$ cat src/rtl/spi3_master.sv
`default_nettype none
// ============================================================================
// Module   : spi3_master
// Purpose  : Mode-0, MSB-first SPI master for three slaves. Each request runs
//            one full-duplex frame and returns the received word with a DONE
//            pulse.
// Revision : 1.0 - initial release
// ============================================================================
module spi3_master #(
    parameter int C_F_CK   = 135_000_000,
    parameter int C_F_SCLK = 1_000_000,
    parameter int C_DW     = 16
) (
    input  logic            CK_i,
    input  logic            ARST_i,
    input  logic            REQ_i,
    input  logic [1:0]      SEL_i,
    input  logic [C_DW-1:0] TX_DAT_i,
    output logic            BUSY_o,
    output logic            DONE_o,
    output logic [C_DW-1:0] RX_DAT_o,
    output logic            SCLK_o,
    output logic            COPI_o,
    output logic            XSS_0_o,
    output logic            XSS_1_o,
    output logic            XSS_2_o,
    input  logic            CIPO_0_i,
    input  logic            CIPO_1_i,
    input  logic            CIPO_2_i
);

    localparam int C_H_RAW = C_F_CK / (2 * C_F_SCLK);
    localparam int C_H     = (C_H_RAW < 1) ? 1 : C_H_RAW;
    localparam int C_CW    = (C_H > 1) ? $clog2(C_H) : 1;
    localparam int C_BW    = $clog2(C_DW + 1);

    localparam logic [C_CW-1:0] C_HLAST   = C_CW'(C_H - 1);
    localparam logic [C_BW-1:0] C_BLAST   = C_BW'(C_DW);
    localparam logic [C_BW-1:0] C_BPENULT = C_BW'(C_DW - 1);

    typedef enum logic [2:0] {
        S_IDLE     = 3'd0,
        S_SETUP    = 3'd1,
        S_SHIFT_HI = 3'd2,
        S_SHIFT_LO = 3'd3,
        S_GAP      = 3'd4
    } state_t;

    state_t            state_q, state_d;
    logic [C_CW-1:0]   hcnt_q, hcnt_d;
    logic [C_BW-1:0]   bcnt_q, bcnt_d;
    logic [C_DW-1:0]   tx_q, tx_d;
    logic [C_DW-1:0]   rxsh_q, rxsh_d;
    logic [C_DW-1:0]   rx_q, rx_d;
    logic [1:0]        sel_q, sel_d;
    logic [2:0]        xss_q, xss_d;
    logic              sclk_q, sclk_d;
    logic              copi_q, copi_d;
    logic              busy_q, busy_d;
    logic              done_q, done_d;
    logic [2:0]        sync1_q, sync2_q;
    logic              cipo_w;
    logic              tick_w;

    // Two-flop synchronizers on every CIPO line; selection happens after sync.
    always_ff @(posedge CK_i or posedge ARST_i) begin
        if (ARST_i) begin
            sync1_q <= 3'b000;
            sync2_q <= 3'b000;
        end else begin
            sync1_q <= {CIPO_2_i, CIPO_1_i, CIPO_0_i};
            sync2_q <= sync1_q;
        end
    end

    always_comb begin
        case (sel_q)
            2'd0:    cipo_w = sync2_q[0];
            2'd1:    cipo_w = sync2_q[1];
            default: cipo_w = sync2_q[2];
        endcase
    end

    assign tick_w = (hcnt_q == C_HLAST);

    always_ff @(posedge CK_i or posedge ARST_i) begin
        if (ARST_i) begin
            state_q <= S_IDLE;
            hcnt_q  <= '0;
            bcnt_q  <= '0;
            tx_q    <= '0;
            rxsh_q  <= '0;
            rx_q    <= '0;
            sel_q   <= 2'd0;
            xss_q   <= 3'b111;
            sclk_q  <= 1'b0;
            copi_q  <= 1'b0;
            busy_q  <= 1'b0;
            done_q  <= 1'b0;
        end else begin
            state_q <= state_d;
            hcnt_q  <= hcnt_d;
            bcnt_q  <= bcnt_d;
            tx_q    <= tx_d;
            rxsh_q  <= rxsh_d;
            rx_q    <= rx_d;
            sel_q   <= sel_d;
            xss_q   <= xss_d;
            sclk_q  <= sclk_d;
            copi_q  <= copi_d;
            busy_q  <= busy_d;
            done_q  <= done_d;
        end
    end

    always_comb begin
        state_d = state_q;
        hcnt_d  = tick_w ? '0 : hcnt_q + 1'b1;
        bcnt_d  = bcnt_q;
        tx_d    = tx_q;
        rxsh_d  = rxsh_q;
        rx_d    = rx_q;
        sel_d   = sel_q;
        xss_d   = xss_q;
        sclk_d  = sclk_q;
        copi_d  = copi_q;
        busy_d  = busy_q;
        done_d  = 1'b0;

        case (state_q)
            S_IDLE: begin
                hcnt_d = '0;
                if (REQ_i && (SEL_i != 2'd3)) begin
                    state_d = S_SETUP;
                    sel_d   = SEL_i;
                    tx_d    = TX_DAT_i;
                    copi_d  = TX_DAT_i[C_DW-1];
                    busy_d  = 1'b1;
                    sclk_d  = 1'b0;
                    bcnt_d  = '0;
                    xss_d   = ~(3'b001 << SEL_i);
                end
            end
            S_SETUP: begin
                if (tick_w) begin
                    state_d = S_SHIFT_HI;
                    sclk_d  = 1'b1;
                    rxsh_d  = {rxsh_q[C_DW-2:0], cipo_w};
                end
            end
            S_SHIFT_HI: begin
                if (tick_w) begin
                    state_d = S_SHIFT_LO;
                    sclk_d  = 1'b0;
                    bcnt_d  = bcnt_q + 1'b1;
                    // The final bit stays on COPI through the last low phase.
                    if (bcnt_q != C_BPENULT) begin
                        copi_d = tx_q[C_DW-2];
                        tx_d   = {tx_q[C_DW-2:0], 1'b0};
                    end
                end
            end
            S_SHIFT_LO: begin
                if (tick_w) begin
                    if (bcnt_q == C_BLAST) begin
                        state_d = S_GAP;
                        xss_d   = 3'b111;
                        copi_d  = 1'b0;
                        rx_d    = rxsh_q;
                        done_d  = 1'b1;
                    end else begin
                        state_d = S_SHIFT_HI;
                        sclk_d  = 1'b1;
                        rxsh_d  = {rxsh_q[C_DW-2:0], cipo_w};
                    end
                end
            end
            S_GAP: begin
                if (tick_w) begin
                    state_d = S_IDLE;
                    busy_d  = 1'b0;
                end
            end
            default: begin
                state_d = S_IDLE;
            end
        endcase
    end

    assign BUSY_o   = busy_q;
    assign DONE_o   = done_q;
    assign RX_DAT_o = rx_q;
    assign SCLK_o   = sclk_q;
    assign COPI_o   = copi_q;
    assign XSS_0_o  = xss_q[0];
    assign XSS_1_o  = xss_q[1];
    assign XSS_2_o  = xss_q[2];

endmodule
`default_nettype wire

$ cat config.mk
export PLATFORM = sky130hd
export DESIGN_NAME = spi3_master
export DESIGN_NICKNAME = d
export VERILOG_FILES = /design/src/rtl/spi3_master.sv
export SDC_FILE = /design/constraint.sdc
export NUM_CORES = 1
export LEC_CHECK = 0
export ABC_CLOCK_PERIOD_IN_PS = 2600
export CORE_MARGIN = 8
export CORE_UTILIZATION = 40
export DETAILED_ROUTE_END_ITERATION = 12
export HOLD_SLACK_MARGIN = 0.05
export SLEW_MARGIN = 20
export SYNTH_ARGS = -nofsm -noshare
export SYNTH_HDL_FRONTEND = slang
export SYNTH_SLANG_ARGS = --single-unit
export TNS_END_PERCENT = 10
$ cat constraint.sdc
create_clock -name CK_i -period 2.6 [get_ports CK_i]
set_input_delay 0.52 -clock CK_i [delete_from_list [all_inputs] [get_ports CK_i]]
set_output_delay 0.52 -clock CK_i [all_outputs]
set_load 0.005 [all_outputs]
==> Implementation_results.wiki, run 1 <==
{| class="wikitable"
! Metric !! Value
|-
| Type of element capturing the critical path || flop
|-
| Final max-slew violation count || 0
|-
| Inserted Clock Buffers || 9
|-
| Port-buffer cells || 46
|-
| Switching fraction of total power || 23.60%
|-
| Launching element of the worst setup path || bcnt_q[0]$_DFFE_PP0P_
|-
| Total Power || roughly 2.1 mW
|-
| Clock tree from TritonCTS || done
|-
| Switching power || 507.2 uW
|-
| Storage element area || roughly 1900 um2
|-
| # hold bufs at CTS || 0
|-
| Routed via count || roughly 2.1k
|-
| Synthesis-to-layout area growth || 22.43%
|-
| Most area-consuming cells after synthesis || dfrtp_1 53%, mux2_2 14%, mux2_4 8.2%, dfstp_2 2.3%, ha_1 1.8%
|-
| Power per standard cell area || roughly 500 nW/um2
|-
| Period utilisation layout || between 80% and 90%
|-
| Cell type with the largest total area after synthesis || dfrtp_1
|-
| Final total negative setup slack || 0 ns
|-
| Top fanout value on the critical path || 15
|-
| Unrepaired setup endpoints after global routing || no
|-
| Post-CTS Setup Bufs || 0
|-
| Slew at the pin with the worst max-slew slack || between 0.5 and 0.6 ns
|-
| Setup Slack @ Placement || about 0.19 ns
|-
| Setup skew after layout || about 0.0095 ns
|-
| Setup Viol. Count Final || 0
|-
| Buffer cell driving the clock tree root || clkbuf_8
|-
| Comb power frac || 5.2%
|-
| Post-detailed-route DRC marker count || 0
|-
| Worst hold-check slack || about 0.35 ns
|-
| Number of warnings issued by yosys || 0
|-
| Reg-to-Reg Start || bcnt_q[0]$_DFFE_PP0P_
|-
| Detail Route Antenna Nets || 0
|-
| Cell Area, Synth || 3497 um2
|-
| Required arrival time at the worst endpoint || around 2.8 ns
|-
| Length in cells of the worst reg-to-reg path || 7
|-
| Multi-input logic area || around 1400 um2
|-
| Average detailed-routed wire length per instance || around 15 um
|-
| Clock group share of total power || about 37%
|-
| Die height || approximately 110 um
|-
| Fraction of registers with async set or reset after synthesis || 100.0%
|-
| Number of fill cells in the layout || 777
|-
| Global router's overall resource usage || approximately 11%
|-
| Clock latency on the worst-skew pair || 0.35 ns
|-
| Worst flop-to-flop path endpoint || tx_q[13]$_DFFE_PP0P_
|-
| Endpoint of the most critical setup path || tx_q[13]$_DFFE_PP0P_
|-
| Syn nets || ~280
|-
| Pint || ~1.6 mW
|-
| Pin count of the biggest net entering global routing || about 80
|-
| Pre-antenna DRT Iters || 4
|-
| Endpoint arrival time on the critical path || around 2.5 ns
|-
| Detailed placement HPWL || around 4200 um
|-
| F_max || 444.9 MHz
|-
| Final estimated routing congestion in global placement || 0.7568
|-
| Type of the worst setup path || flop to flop
|-
| Fraction of post-synthesis cell area in the top cell type by area || around 53%
|-
| Run status || completed
|-
| Final global-route overflow total || 0
|-
| Maximum capacitance violations || 0
|-
| Initial drt markers || just under 80
|-
| Initial core utilization || between 40% and 50%
|-
| # nets final || 338
|-
| Fraction of the core area covered by cells at the end of the flow || 49.83%
|-
| Most used flip-flop cell after synthesis || dfrtp_1
|-
| Diode insertion count for antenna repair || 0
|-
| Number of distinct library cells after synthesis || 48
|-
| Part of the Yosys area used for sequential elements || ~55%
|-
| CP startpoint kind || flop
|-
| Count of cells resized by post-cts repair || 0
|-
| Number of global-route vias before repair || 2,167
|-
| Core Footprint || approximately 8600 um2
|-
| Minimum setup slack among reg-to-reg paths || 0.35 ns
|-
| Final number of hold-violating endpoints || 0
|-
| Average instance area after synthesis || 13.82 um2
|-
| Leak Pwr || around 1.9 nW
|-
| Seq pwr share || a little under three fifths
|-
| Number of standard-cell rows in the floorplan || 34
|-
| Worst IR Drop VDD || 213.0 uV
|-
| Number of enable flip-flop cells after synthesis || 0
|-
| Die ar. || approximately 12,000 um2
|-
| # clock sinks || 77
|-
| Total wire length || 6167 um
|-
| Overall die width || approximately 110 um
|-
| First-pass GRT wire length || approximately 10,000 um
|-
| Number of instances in the synthesized netlist || 253
|-
| Share of final-layout standard cells stronger than drive strength 1 || around 32%
|-
| Via-to-Cell Ratio || roughly 5.0
|-
| Slew Limit Headroom || between 60% and 70%
|-
| Initial antenna violation count || 0
|-
| Number of levels in the clock H-tree || 3
|-
| Number of register bits inferred by synthesis || 77
|-
| Fin crit period || ~2.2 ns
|-
| Buffer depth of the longest clock path || 2
|-
| Hold crit path type || flop to flop
|-
| Io pins || 47
|-
| Fin worst setup slack || 0.3521 ns
|-
| Clock transition at path regs || 0.09 ns
|}
-- Yosys cell counts, types with 2 or more instances --
master     instances
a211o_1            2
a21oi_1            7
a221oi_1           3
and2_1             2
and3_1             2
and4_1             2
buf_2              4
buf_4              2
buf_6              2
clkbuf_1           2
dfrtp_1           74
dfstp_2            3
ha_1               5
inv_1              8
mux2_2            44
mux2_4            19
mux2i_1            3
nand2_1           10
nand3_1            9
nor2_1             9
nor2b_1            3
nor3_1             2
nor3b_1            3
o21ai_0            5
o2bb2ai_1          2
xor2_1             4
-- power groups by stage --
stage          Sequential [mW]  Combinational, mW  Clock, mW
6_report                  1.23              0.112      0.805
5_1_grt                   1.23              0.125      0.892
4_1_cts                   1.23              0.116      0.838
3_5_place_dp              1.26              0.116          0
3_3_place_gp              1.26              0.114          0
2_1_floorplan             1.25             0.0553          0
-- placed cells by master, fill, tap and decap left out, types with 4 or more instances in the layout --
| cell type | count |
|---|---|
| buf_4 | 9 |
| xor2_1 | 4 |
| a21oi_1 | 7 |
| nand3_1 | 9 |
| nor2_1 | 9 |
| nand2_1 | 10 |
| clkbuf_8 | 9 |
| mux2_2 | 44 |
| inv_1 | 7 |
| o21ai_0 | 5 |
| clkdlybuf4s50_1 | 46 |
| mux2_4 | 19 |
| dfrtp_1 | 74 |
| ha_1 | 5 |
-- metal layers --
| metal | global-route usage, % | wire length [um] | vias up |
|---|---|---|---|
| met5 | 0 | 0 | - |
| met4 | 4.725 | 114 | 0 |
| met3 | 4.396 | 515 | 10 |
| met2 | 16.06 | 2611 | 62 |
| met1 | 13.84 | 2926 | 1008 |
| li1 | - | - | 1010 |
-- state kept, by name, indices dropped and copies added (netlist names) --
name,count
SCLK_o,1
hcnt_q,7
sync1_q,3
bcnt_q,5
sync2_q,3
tx_q,15
COPI_o,1
sel_q,2
RX_DAT_o,16
xss_q,3
BUSY_o,1
state_q,3
DONE_o,1
rxsh_q,16
-- through the flow --
step                instances  area [um2]
finish                    422        4282
global placement          406        4105
floorplan                 253        3497
detailed placement        406        4105
CTS                       422        4282
global route              422        4282
-- how the worst min path moves through the flow --
stage | startpoint | endpoint | slack (ns) | depth (start not counted)
after floorplan | sync1_q[0]$_DFF_PP0_ | sync2_q[0]$_DFF_PP0_ | 0.33 | 0
after global placement | sync1_q[0]$_DFF_PP0_ | sync2_q[0]$_DFF_PP0_ | 0.34 | 0
after detailed placement | sync1_q[1]$_DFF_PP0_ | sync2_q[1]$_DFF_PP0_ | 0.34 | 0
after CTS | sync1_q[1]$_DFF_PP0_ | sync2_q[1]$_DFF_PP0_ | 0.35 | 0
after global routing | sync1_q[1]$_DFF_PP0_ | sync2_q[1]$_DFF_PP0_ | 0.35 | 0
final | sync1_q[1]$_DFF_PP0_ | sync2_q[1]$_DFF_PP0_ | 0.35 | 0
-- final cells by class --
| cell class | count | share of cell area [%] |
|---|---|---|
| clock inverters | 6 | 1.140 |
| repair buffers | 57 | 13.27 |
| flip-flops and latches | 77 | 45.09 |
| inverters | 8 | 0.7013 |
| multi-input cells | 156 | 33.66 |
| clock buffers | 10 | 2.981 |
| well taps | 108 | 3.156 |
-- cells by family after synthesis --
| family | share of synthesized area, % |
|---|---|
| buffers and inverters | 3.721 |
| adder cells (fa/ha/maj) | 1.789 |
| AND/OR/NAND/NOR | 8.623 |
| XOR/XNOR | 1.252 |
| AO/OA/AOI/OAI | 6.226 |
| multiplexers | 23.18 |
| flip-flops | 55.21 |
-- worst max-delay path: stages (launching register included) --
cell and delay, ns:
dfrtp_1 0.42, ha_1 0.23, and3_1 0.18, ha_1 0.20, nand4b_2 0.24, a211oi_4 0.33
buf_12 0.20, mux2_2 0.34
Note: power is estimated with default switching activity, not from simulation.
==> run 2: changes to the inputs <==
Settings changed: ABC_CLOCK_PERIOD_IN_PS 2600 to not set, CORE_UTILIZATION 40 to 49, PLACE_DENSITY set to 0.75.
==> Implementation_results.wiki, run 2 (same netlist as run 1, synthesis figures left out) <==
{| class="wikitable"
! Metric !! Value
|-
| Cell class contributing the biggest share of worst-path delay || adder cells
|-
| Number of global-route vias before repair || about 2.2k
|-
| Total Power || roughly 2.4 mW
|-
| Io pins || 47
|-
| Diode insertion count for antenna repair || 0
|-
| Detail Route Antenna Nets || 0
|-
| Comb power frac || between 4 and 5%
|-
| Post-detailed-route DRC marker count || 0
|-
| Die ar. || 10,100 um2
|-
| Top fanout value on the critical path || 15
|-
| Routed via count || 2,143
|-
| Slew at the pin with the worst max-slew slack || about 0.58 ns
|-
| # hold bufs at CTS || 0
|-
| Pre-antenna DRT Iters || 4
|-
| Final total negative setup slack || 0 ns
|-
| Library cell appearing most often on the critical path || ha_1
|-
| Worst Hold Launch || sync1_q[1]$_DFF_PP0_
|-
| Required arrival time at the worst endpoint || around 2.8 ns
|-
| Power per standard cell area || roughly 560 nW/um2
|-
| Endpoint arrival time on the critical path || 2.48 ns
|-
| Hold crit path type || flop to flop
|-
| Inserted Clock Buffers || 9
|-
| Clock tree from TritonCTS || done
|-
| Initial core utilization || 49.27%
|-
| Worst IR Drop VDD || roughly 350 uV
|-
| Combined buffer and inverter count along the critical path || 1
|-
| Initial drt markers || ~120
|-
| Synthesis-to-layout area growth || 23.54%
|-
| Initial antenna violation count || 0
|-
| Switching fraction of total power || 20.52%
|-
| Core Footprint || 7098 um2
|-
| Global-route track usage on met1 || between 15 and 20%
|-
| F_max || roughly 450 MHz
|-
| Most common library cell in the layout ignoring fill and taps || dfrtp_1
|-
| CP startpoint kind || flop
|-
| Buffer depth of the longest clock path || 2
|-
| Share of final-layout standard cells stronger than drive strength 1 || between 30% and 40%
|-
| Launching element of the worst setup path || bcnt_q[0]$_DFFE_PP0P_
|-
| Leak Pwr || 1.939 nW
|-
| Total wire length || approximately 6300 um
|-
| Fin crit period || 2.246 ns
|-
| Final number of hold-violating endpoints || 0
|-
| Clock latency on the worst-skew pair || 0.35 ns
|-
| Highest-utilization routing layer at the global route stage || met2
|-
| Cell-by-cell trace of the critical path || ha_1 > and3_1 > ha_1 > nand4b_2 > a211oi_4 > buf_12 > mux2_2
|-
| Switching power || between 400 and 500 uW
|-
| Setup skew after layout || 0.01413 ns
|-
| Clock transition at path regs || about 0.08 ns
|-
| Global router's overall resource usage || 13.49%
|-
| Global routing met3 resource utilization || around 4%
|-
| Seq pwr share || roughly half
|-
| Overall die width || 100.5 um
|-
| # nets final || roughly 340
|-
| Crit path largest cell delay || 0.42 ns
|-
| Commonest cells after routing, fill and taps aside || 74 x dfrtp_1, 46 x clkdlybuf4s50_1, 44 x mux2_2
|-
| Count of cells resized by post-cts repair || 0
|-
| Pint || 1.926 mW
|-
| Pin count of the biggest net entering global routing || 43
|-
| Final estimated routing congestion in global placement || ~0.84
|-
| Run status || completed
|-
| Buffer cell driving the clock tree root || clkbuf_8
|-
| Cell with the largest stage delay on the worst path || dfrtp_1
|-
| # clock sinks || 77
|-
| Period utilisation layout || ~86%
|-
| Setup Viol. Count Final || 0
|-
| Reg-to-Reg Start || bcnt_q[0]$_DFFE_PP0P_
|-
| Via-to-Cell Ratio || 5.189
|-
| Type of element capturing the critical path || flop
|-
| Type of the worst setup path || flop to flop
|-
| Clock group share of total power || between 40% and 50%
|-
| Average detailed-routed wire length per instance || 15.18 um
|-
| Met2 GRT Util || a little over a fifth
|-
| Port-buffer cells || 46
|-
| Detailed placement HPWL || between 4000 and 5000 um
|-
| Final global-route overflow total || 0
|-
| Final max-slew violation count || 0
|-
| Number of levels in the clock H-tree || 3
|-
| Die height || between 100 and 150 um
|-
| Number of standard-cell rows in the floorplan || 31
|-
| Post-CTS Setup Bufs || 0
|-
| Maximum capacitance violations || 0
|-
| Unrepaired setup endpoints after global routing || no
|-
| Slew Limit Headroom || just over 60%
|-
| First-pass GRT wire length || 10,620 um
|}
==> run 2: final timing paths <==
check                      slack (ns)                 endpoint  cells after the start
max                              0.35     tx_q[10]$_DFFE_PP0P_                      7
min                              0.36     sync2_q[1]$_DFF_PP0_                      0
max reg2reg                      0.35     tx_q[10]$_DFFE_PP0P_                      7
min reg2reg                      0.36     sync2_q[1]$_DFF_PP0_                      0
max in group asynchronous        1.62  RX_DAT_o[3]$_DFFE_PP0P_                      3
min in group asynchronous        0.59      tx_q[1]$_DFFE_PP0P_                      3
==> run 2: through the flow <==
step / instance area (um2) / std cells / util [%] / hold slack, ns / setup WS, ns
after global placement: 4081 / 397 / 57.50 / 0.3335 / 0.1740
final: 4320 / 413 / 60.87 / 0.3563 / 0.3536
after detailed placement: 4081 / 397 / 57.50 / 0.3442 / 0.1456
after CTS: 4320 / 413 / 60.87 / 0.3626 / 0.3441
after floorplan: 3497 / 253 / - / 0.3312 / 0.1183
after global routing: 4320 / 413 / 60.87 / 0.3667 / 0.2566
==> run 2: per-layer routing <==
layer	vias up	share of wire (%)
li1	1014	-
met1	1086	46
met2	37	49
met3	6	3.7
met4	0	1.3
met5	-	0
==> run 2: power by group through the flow <==
stage | logic [mW] | clock network, mW | registers (mW)
after floorplan | 0.0553 | 0 | 1.25
after global placement | 0.111 | 0 | 1.25
after detailed placement | 0.114 | 0 | 1.26
after CTS | 0.114 | 1.10 | 1.23
after global routing | 0.124 | 1.16 | 1.24
final | 0.111 | 1.08 | 1.23
==> run 2: layout make-up <==
class / count / area, um2
Multi-Input combinational cell: 156 / 1441
Sequential cell: 77 / 1931
Fill cell: 589 / 2778
Timing Repair Buffer: 57 / 555.5
Clock buffer: 10 / 127.6
Tap cell: 99 / 123.9
Clock inverter: 6 / 111.4
Inverter: 8 / 30.03
==> run 3: changes to the inputs <==
Settings changed: REMOVE_ABC_BUFFERS set to 1.
==> Implementation_results.wiki, run 3 (same netlist as run 1, synthesis figures left out) <==
{| class="wikitable"
! Metric !! Value
|-
| Number of standard-cell rows in the floorplan || 31
|-
| Type of the worst setup path || flop to flop
|-
| Pre-antenna DRT Iters || 4
|-
| Die ar. || just over 10,000 um2
|-
| Pint || between 1.5 and 2 mW
|-
| Cell count of the worst hold path || 0
|-
| Final max-slew violation count || 0
|-
| Reg-to-Reg Start || bcnt_q[0]$_DFFE_PP0P_
|-
| Synthesis-to-layout area growth || 23.22%
|-
| Setup skew after layout || 0.01034 ns
|-
| Inserted Clock Buffers || 9
|-
| Final number of hold-violating endpoints || 0
|-
| Type of element capturing the critical path || flop
|-
| Worst IR Drop VDD || ~280 uV
|-
| F_max || 441.1 MHz
|-
| Comb power frac || under 10%
|-
| Power per standard cell area || roughly 550 nW/um2
|-
| Hold path endpoint || sync2_q[0]$_DFF_PP0_
|-
| Number of levels in the clock H-tree || 3
|-
| Clock transition at path regs || 0.08 ns
|-
| Buffer cell driving the clock tree root || clkbuf_8
|-
| Minimum setup slack among reg-to-reg paths || 0.33 ns
|-
| Average detailed-routed wire length per instance || 15.62 um
|-
| Endpoint arrival time on the critical path || ~2.5 ns
|-
| Die height || about 100 um
|-
| Period utilisation layout || between 80 and 90%
|-
| Maximum capacitance violations || 0
|-
| Switching fraction of total power || a little over a fifth
|-
| Final estimated routing congestion in global placement || around 0.81
|-
| Via-to-Cell Ratio || ~5.3
|-
| Unrepaired setup endpoints after global routing || no
|-
| # hold bufs at CTS || 0
|-
| Routed via count || 2,163
|-
| Seq pwr share || 52.0%
|-
| Post-detailed-route DRC marker count || 0
|-
| Global router's overall resource usage || approximately 14%
|-
| Io pins || 47
|-
| Pin count of the biggest net entering global routing || between 70 and 80
|-
| Commonest cells after routing, fill and taps aside || 74 x dfrtp_1, 46 x clkdlybuf4s50_1, 44 x mux2_2
|-
| Slew Limit Headroom || about 65%
|-
| Initial core utilization || 49.27%
|-
| # clock sinks || 77
|-
| Length in cells of the worst reg-to-reg path || 7
|-
| CP startpoint kind || flop
|-
| Clock group share of total power || around 43%
|-
| Worst flop-to-flop path endpoint || tx_q[10]$_DFFE_PP0P_
|-
| Final global-route overflow total || 0
|-
| Worst hold-check slack || 0.3506 ns
|-
| Share of final-layout standard cells stronger than drive strength 1 || 32.37%
|-
| Most common library cell in the layout ignoring fill and taps || dfrtp_1
|-
| Final total negative setup slack || 0 ns
|-
| Clock tree from TritonCTS || done
|-
| Total wire length || roughly 6400 um
|-
| Post-CTS Setup Bufs || 0
|-
| Run status || completed
|-
| Clock latency on the worst-skew pair || roughly 0.35 ns
|-
| Switching power || about 510 uW
|-
| Buffer depth of the longest clock path || 2
|-
| Setup Viol. Count Final || 0
|-
| Leak Pwr || a little under 2 nW
|-
| Required arrival time at the worst endpoint || roughly 2.8 ns
|-
| Port-buffer cells || 46
|-
| Count of cells resized by post-cts repair || 0
|-
| Top fanout value on the critical path || 15
|-
| Slew at the pin with the worst max-slew slack || ~0.52 ns
|-
| Placed Cells || 395
|-
| Fin crit period || between 2 and 2.5 ns
|-
| Overall die width || ~100 um
|-
| Diode insertion count for antenna repair || 0
|-
| # nets final || 336
|-
| Number of global-route vias before repair || between 2k and 2.5k
|-
| Final cell count without fillers || a little over 400
|-
| Detailed placement HPWL || around 4500 um
|-
| Initial drt markers || between 80 and 90
|-
| Launching element of the worst setup path || bcnt_q[0]$_DFFE_PP0P_
|-
| Initial antenna violation count || 0
|-
| First-pass GRT wire length || approximately 11,000 um
|-
| Hold crit path type || flop to flop
|-
| Worst Hold Launch || sync1_q[0]$_DFF_PP0_
|-
| Detail Route Antenna Nets || 0
|-
| Core Footprint || 7098 um2
|}
[run 3: stage by stage]
step | power (mW) | area [um2] | setup slack (ns) | utilization [%]
2_1_floorplan | 1.307 | 3397 | -0.2565 | -
3_3_place_gp | 1.369 | 4079 | 0.3045 | 57.47
3_5_place_dp | 1.372 | 4079 | 0.2594 | 57.47
4_1_cts | 2.400 | 4309 | 0.3211 | 60.71
5_1_grt | 2.456 | 4309 | 0.2202 | 60.71
6_report | 2.371 | 4309 | 0.3329 | 60.71
[run 3: layout make-up]
| type | count | area (um2) |
|---|---|---|
| fill | 583 | 2789 |
| sequential | 77 | 1931 |
| multi-input combinational | 156 | 1441 |
| timing repair buffer | 55 | 553.0 |
| clock buffer | 10 | 137.6 |
| tap | 99 | 123.9 |
| clock inverter | 6 | 92.59 |
| inverter | 8 | 30.03 |
[run 3: metal layers]
metal  routed length [um]  track usage, %  vias to the layer above  share of wire, %
li1                     -               -                     1001                 -
met1                 2931           17.74                     1084                46
met2                 2954           20.10                       68                46
met3                  434           4.144                       10               6.8
met4                   99           7.791                        0               1.5
met5                    0               0                        -                 0
[run 3: power by group through the flow]
stage / registers [mW] / logic, mW / clock network, mW
floorplan: 1.25 / 0.0553 / 0
global placement: 1.26 / 0.114 / 0
detailed placement: 1.26 / 0.116 / 0
CTS: 1.23 / 0.116 / 1.05
global route: 1.24 / 0.127 / 1.09
finish: 1.23 / 0.114 / 1.02
[run 3: how the worst max path moves through the flow]
stage / endpoint / cells after the start
after floorplan: bcnt_q[3]$_DFFE_PP0P_ / 4
after global placement: tx_q[11]$_DFFE_PP0P_ / 6
after detailed placement: tx_q[10]$_DFFE_PP0P_ / 6
after CTS: tx_q[10]$_DFFE_PP0P_ / 7
after global routing: tx_q[12]$_DFFE_PP0P_ / 7
final: tx_q[10]$_DFFE_PP0P_ / 7
[run 3: critical path: stages, from the launching register on]
cell and delay [ns]:
dfrtp_1 0.44, ha_1 0.24, and3_1 0.19, ha_1 0.19, nand4b_2 0.25, a211oi_4 0.31
buf_12 0.20, mux2_2 0.34
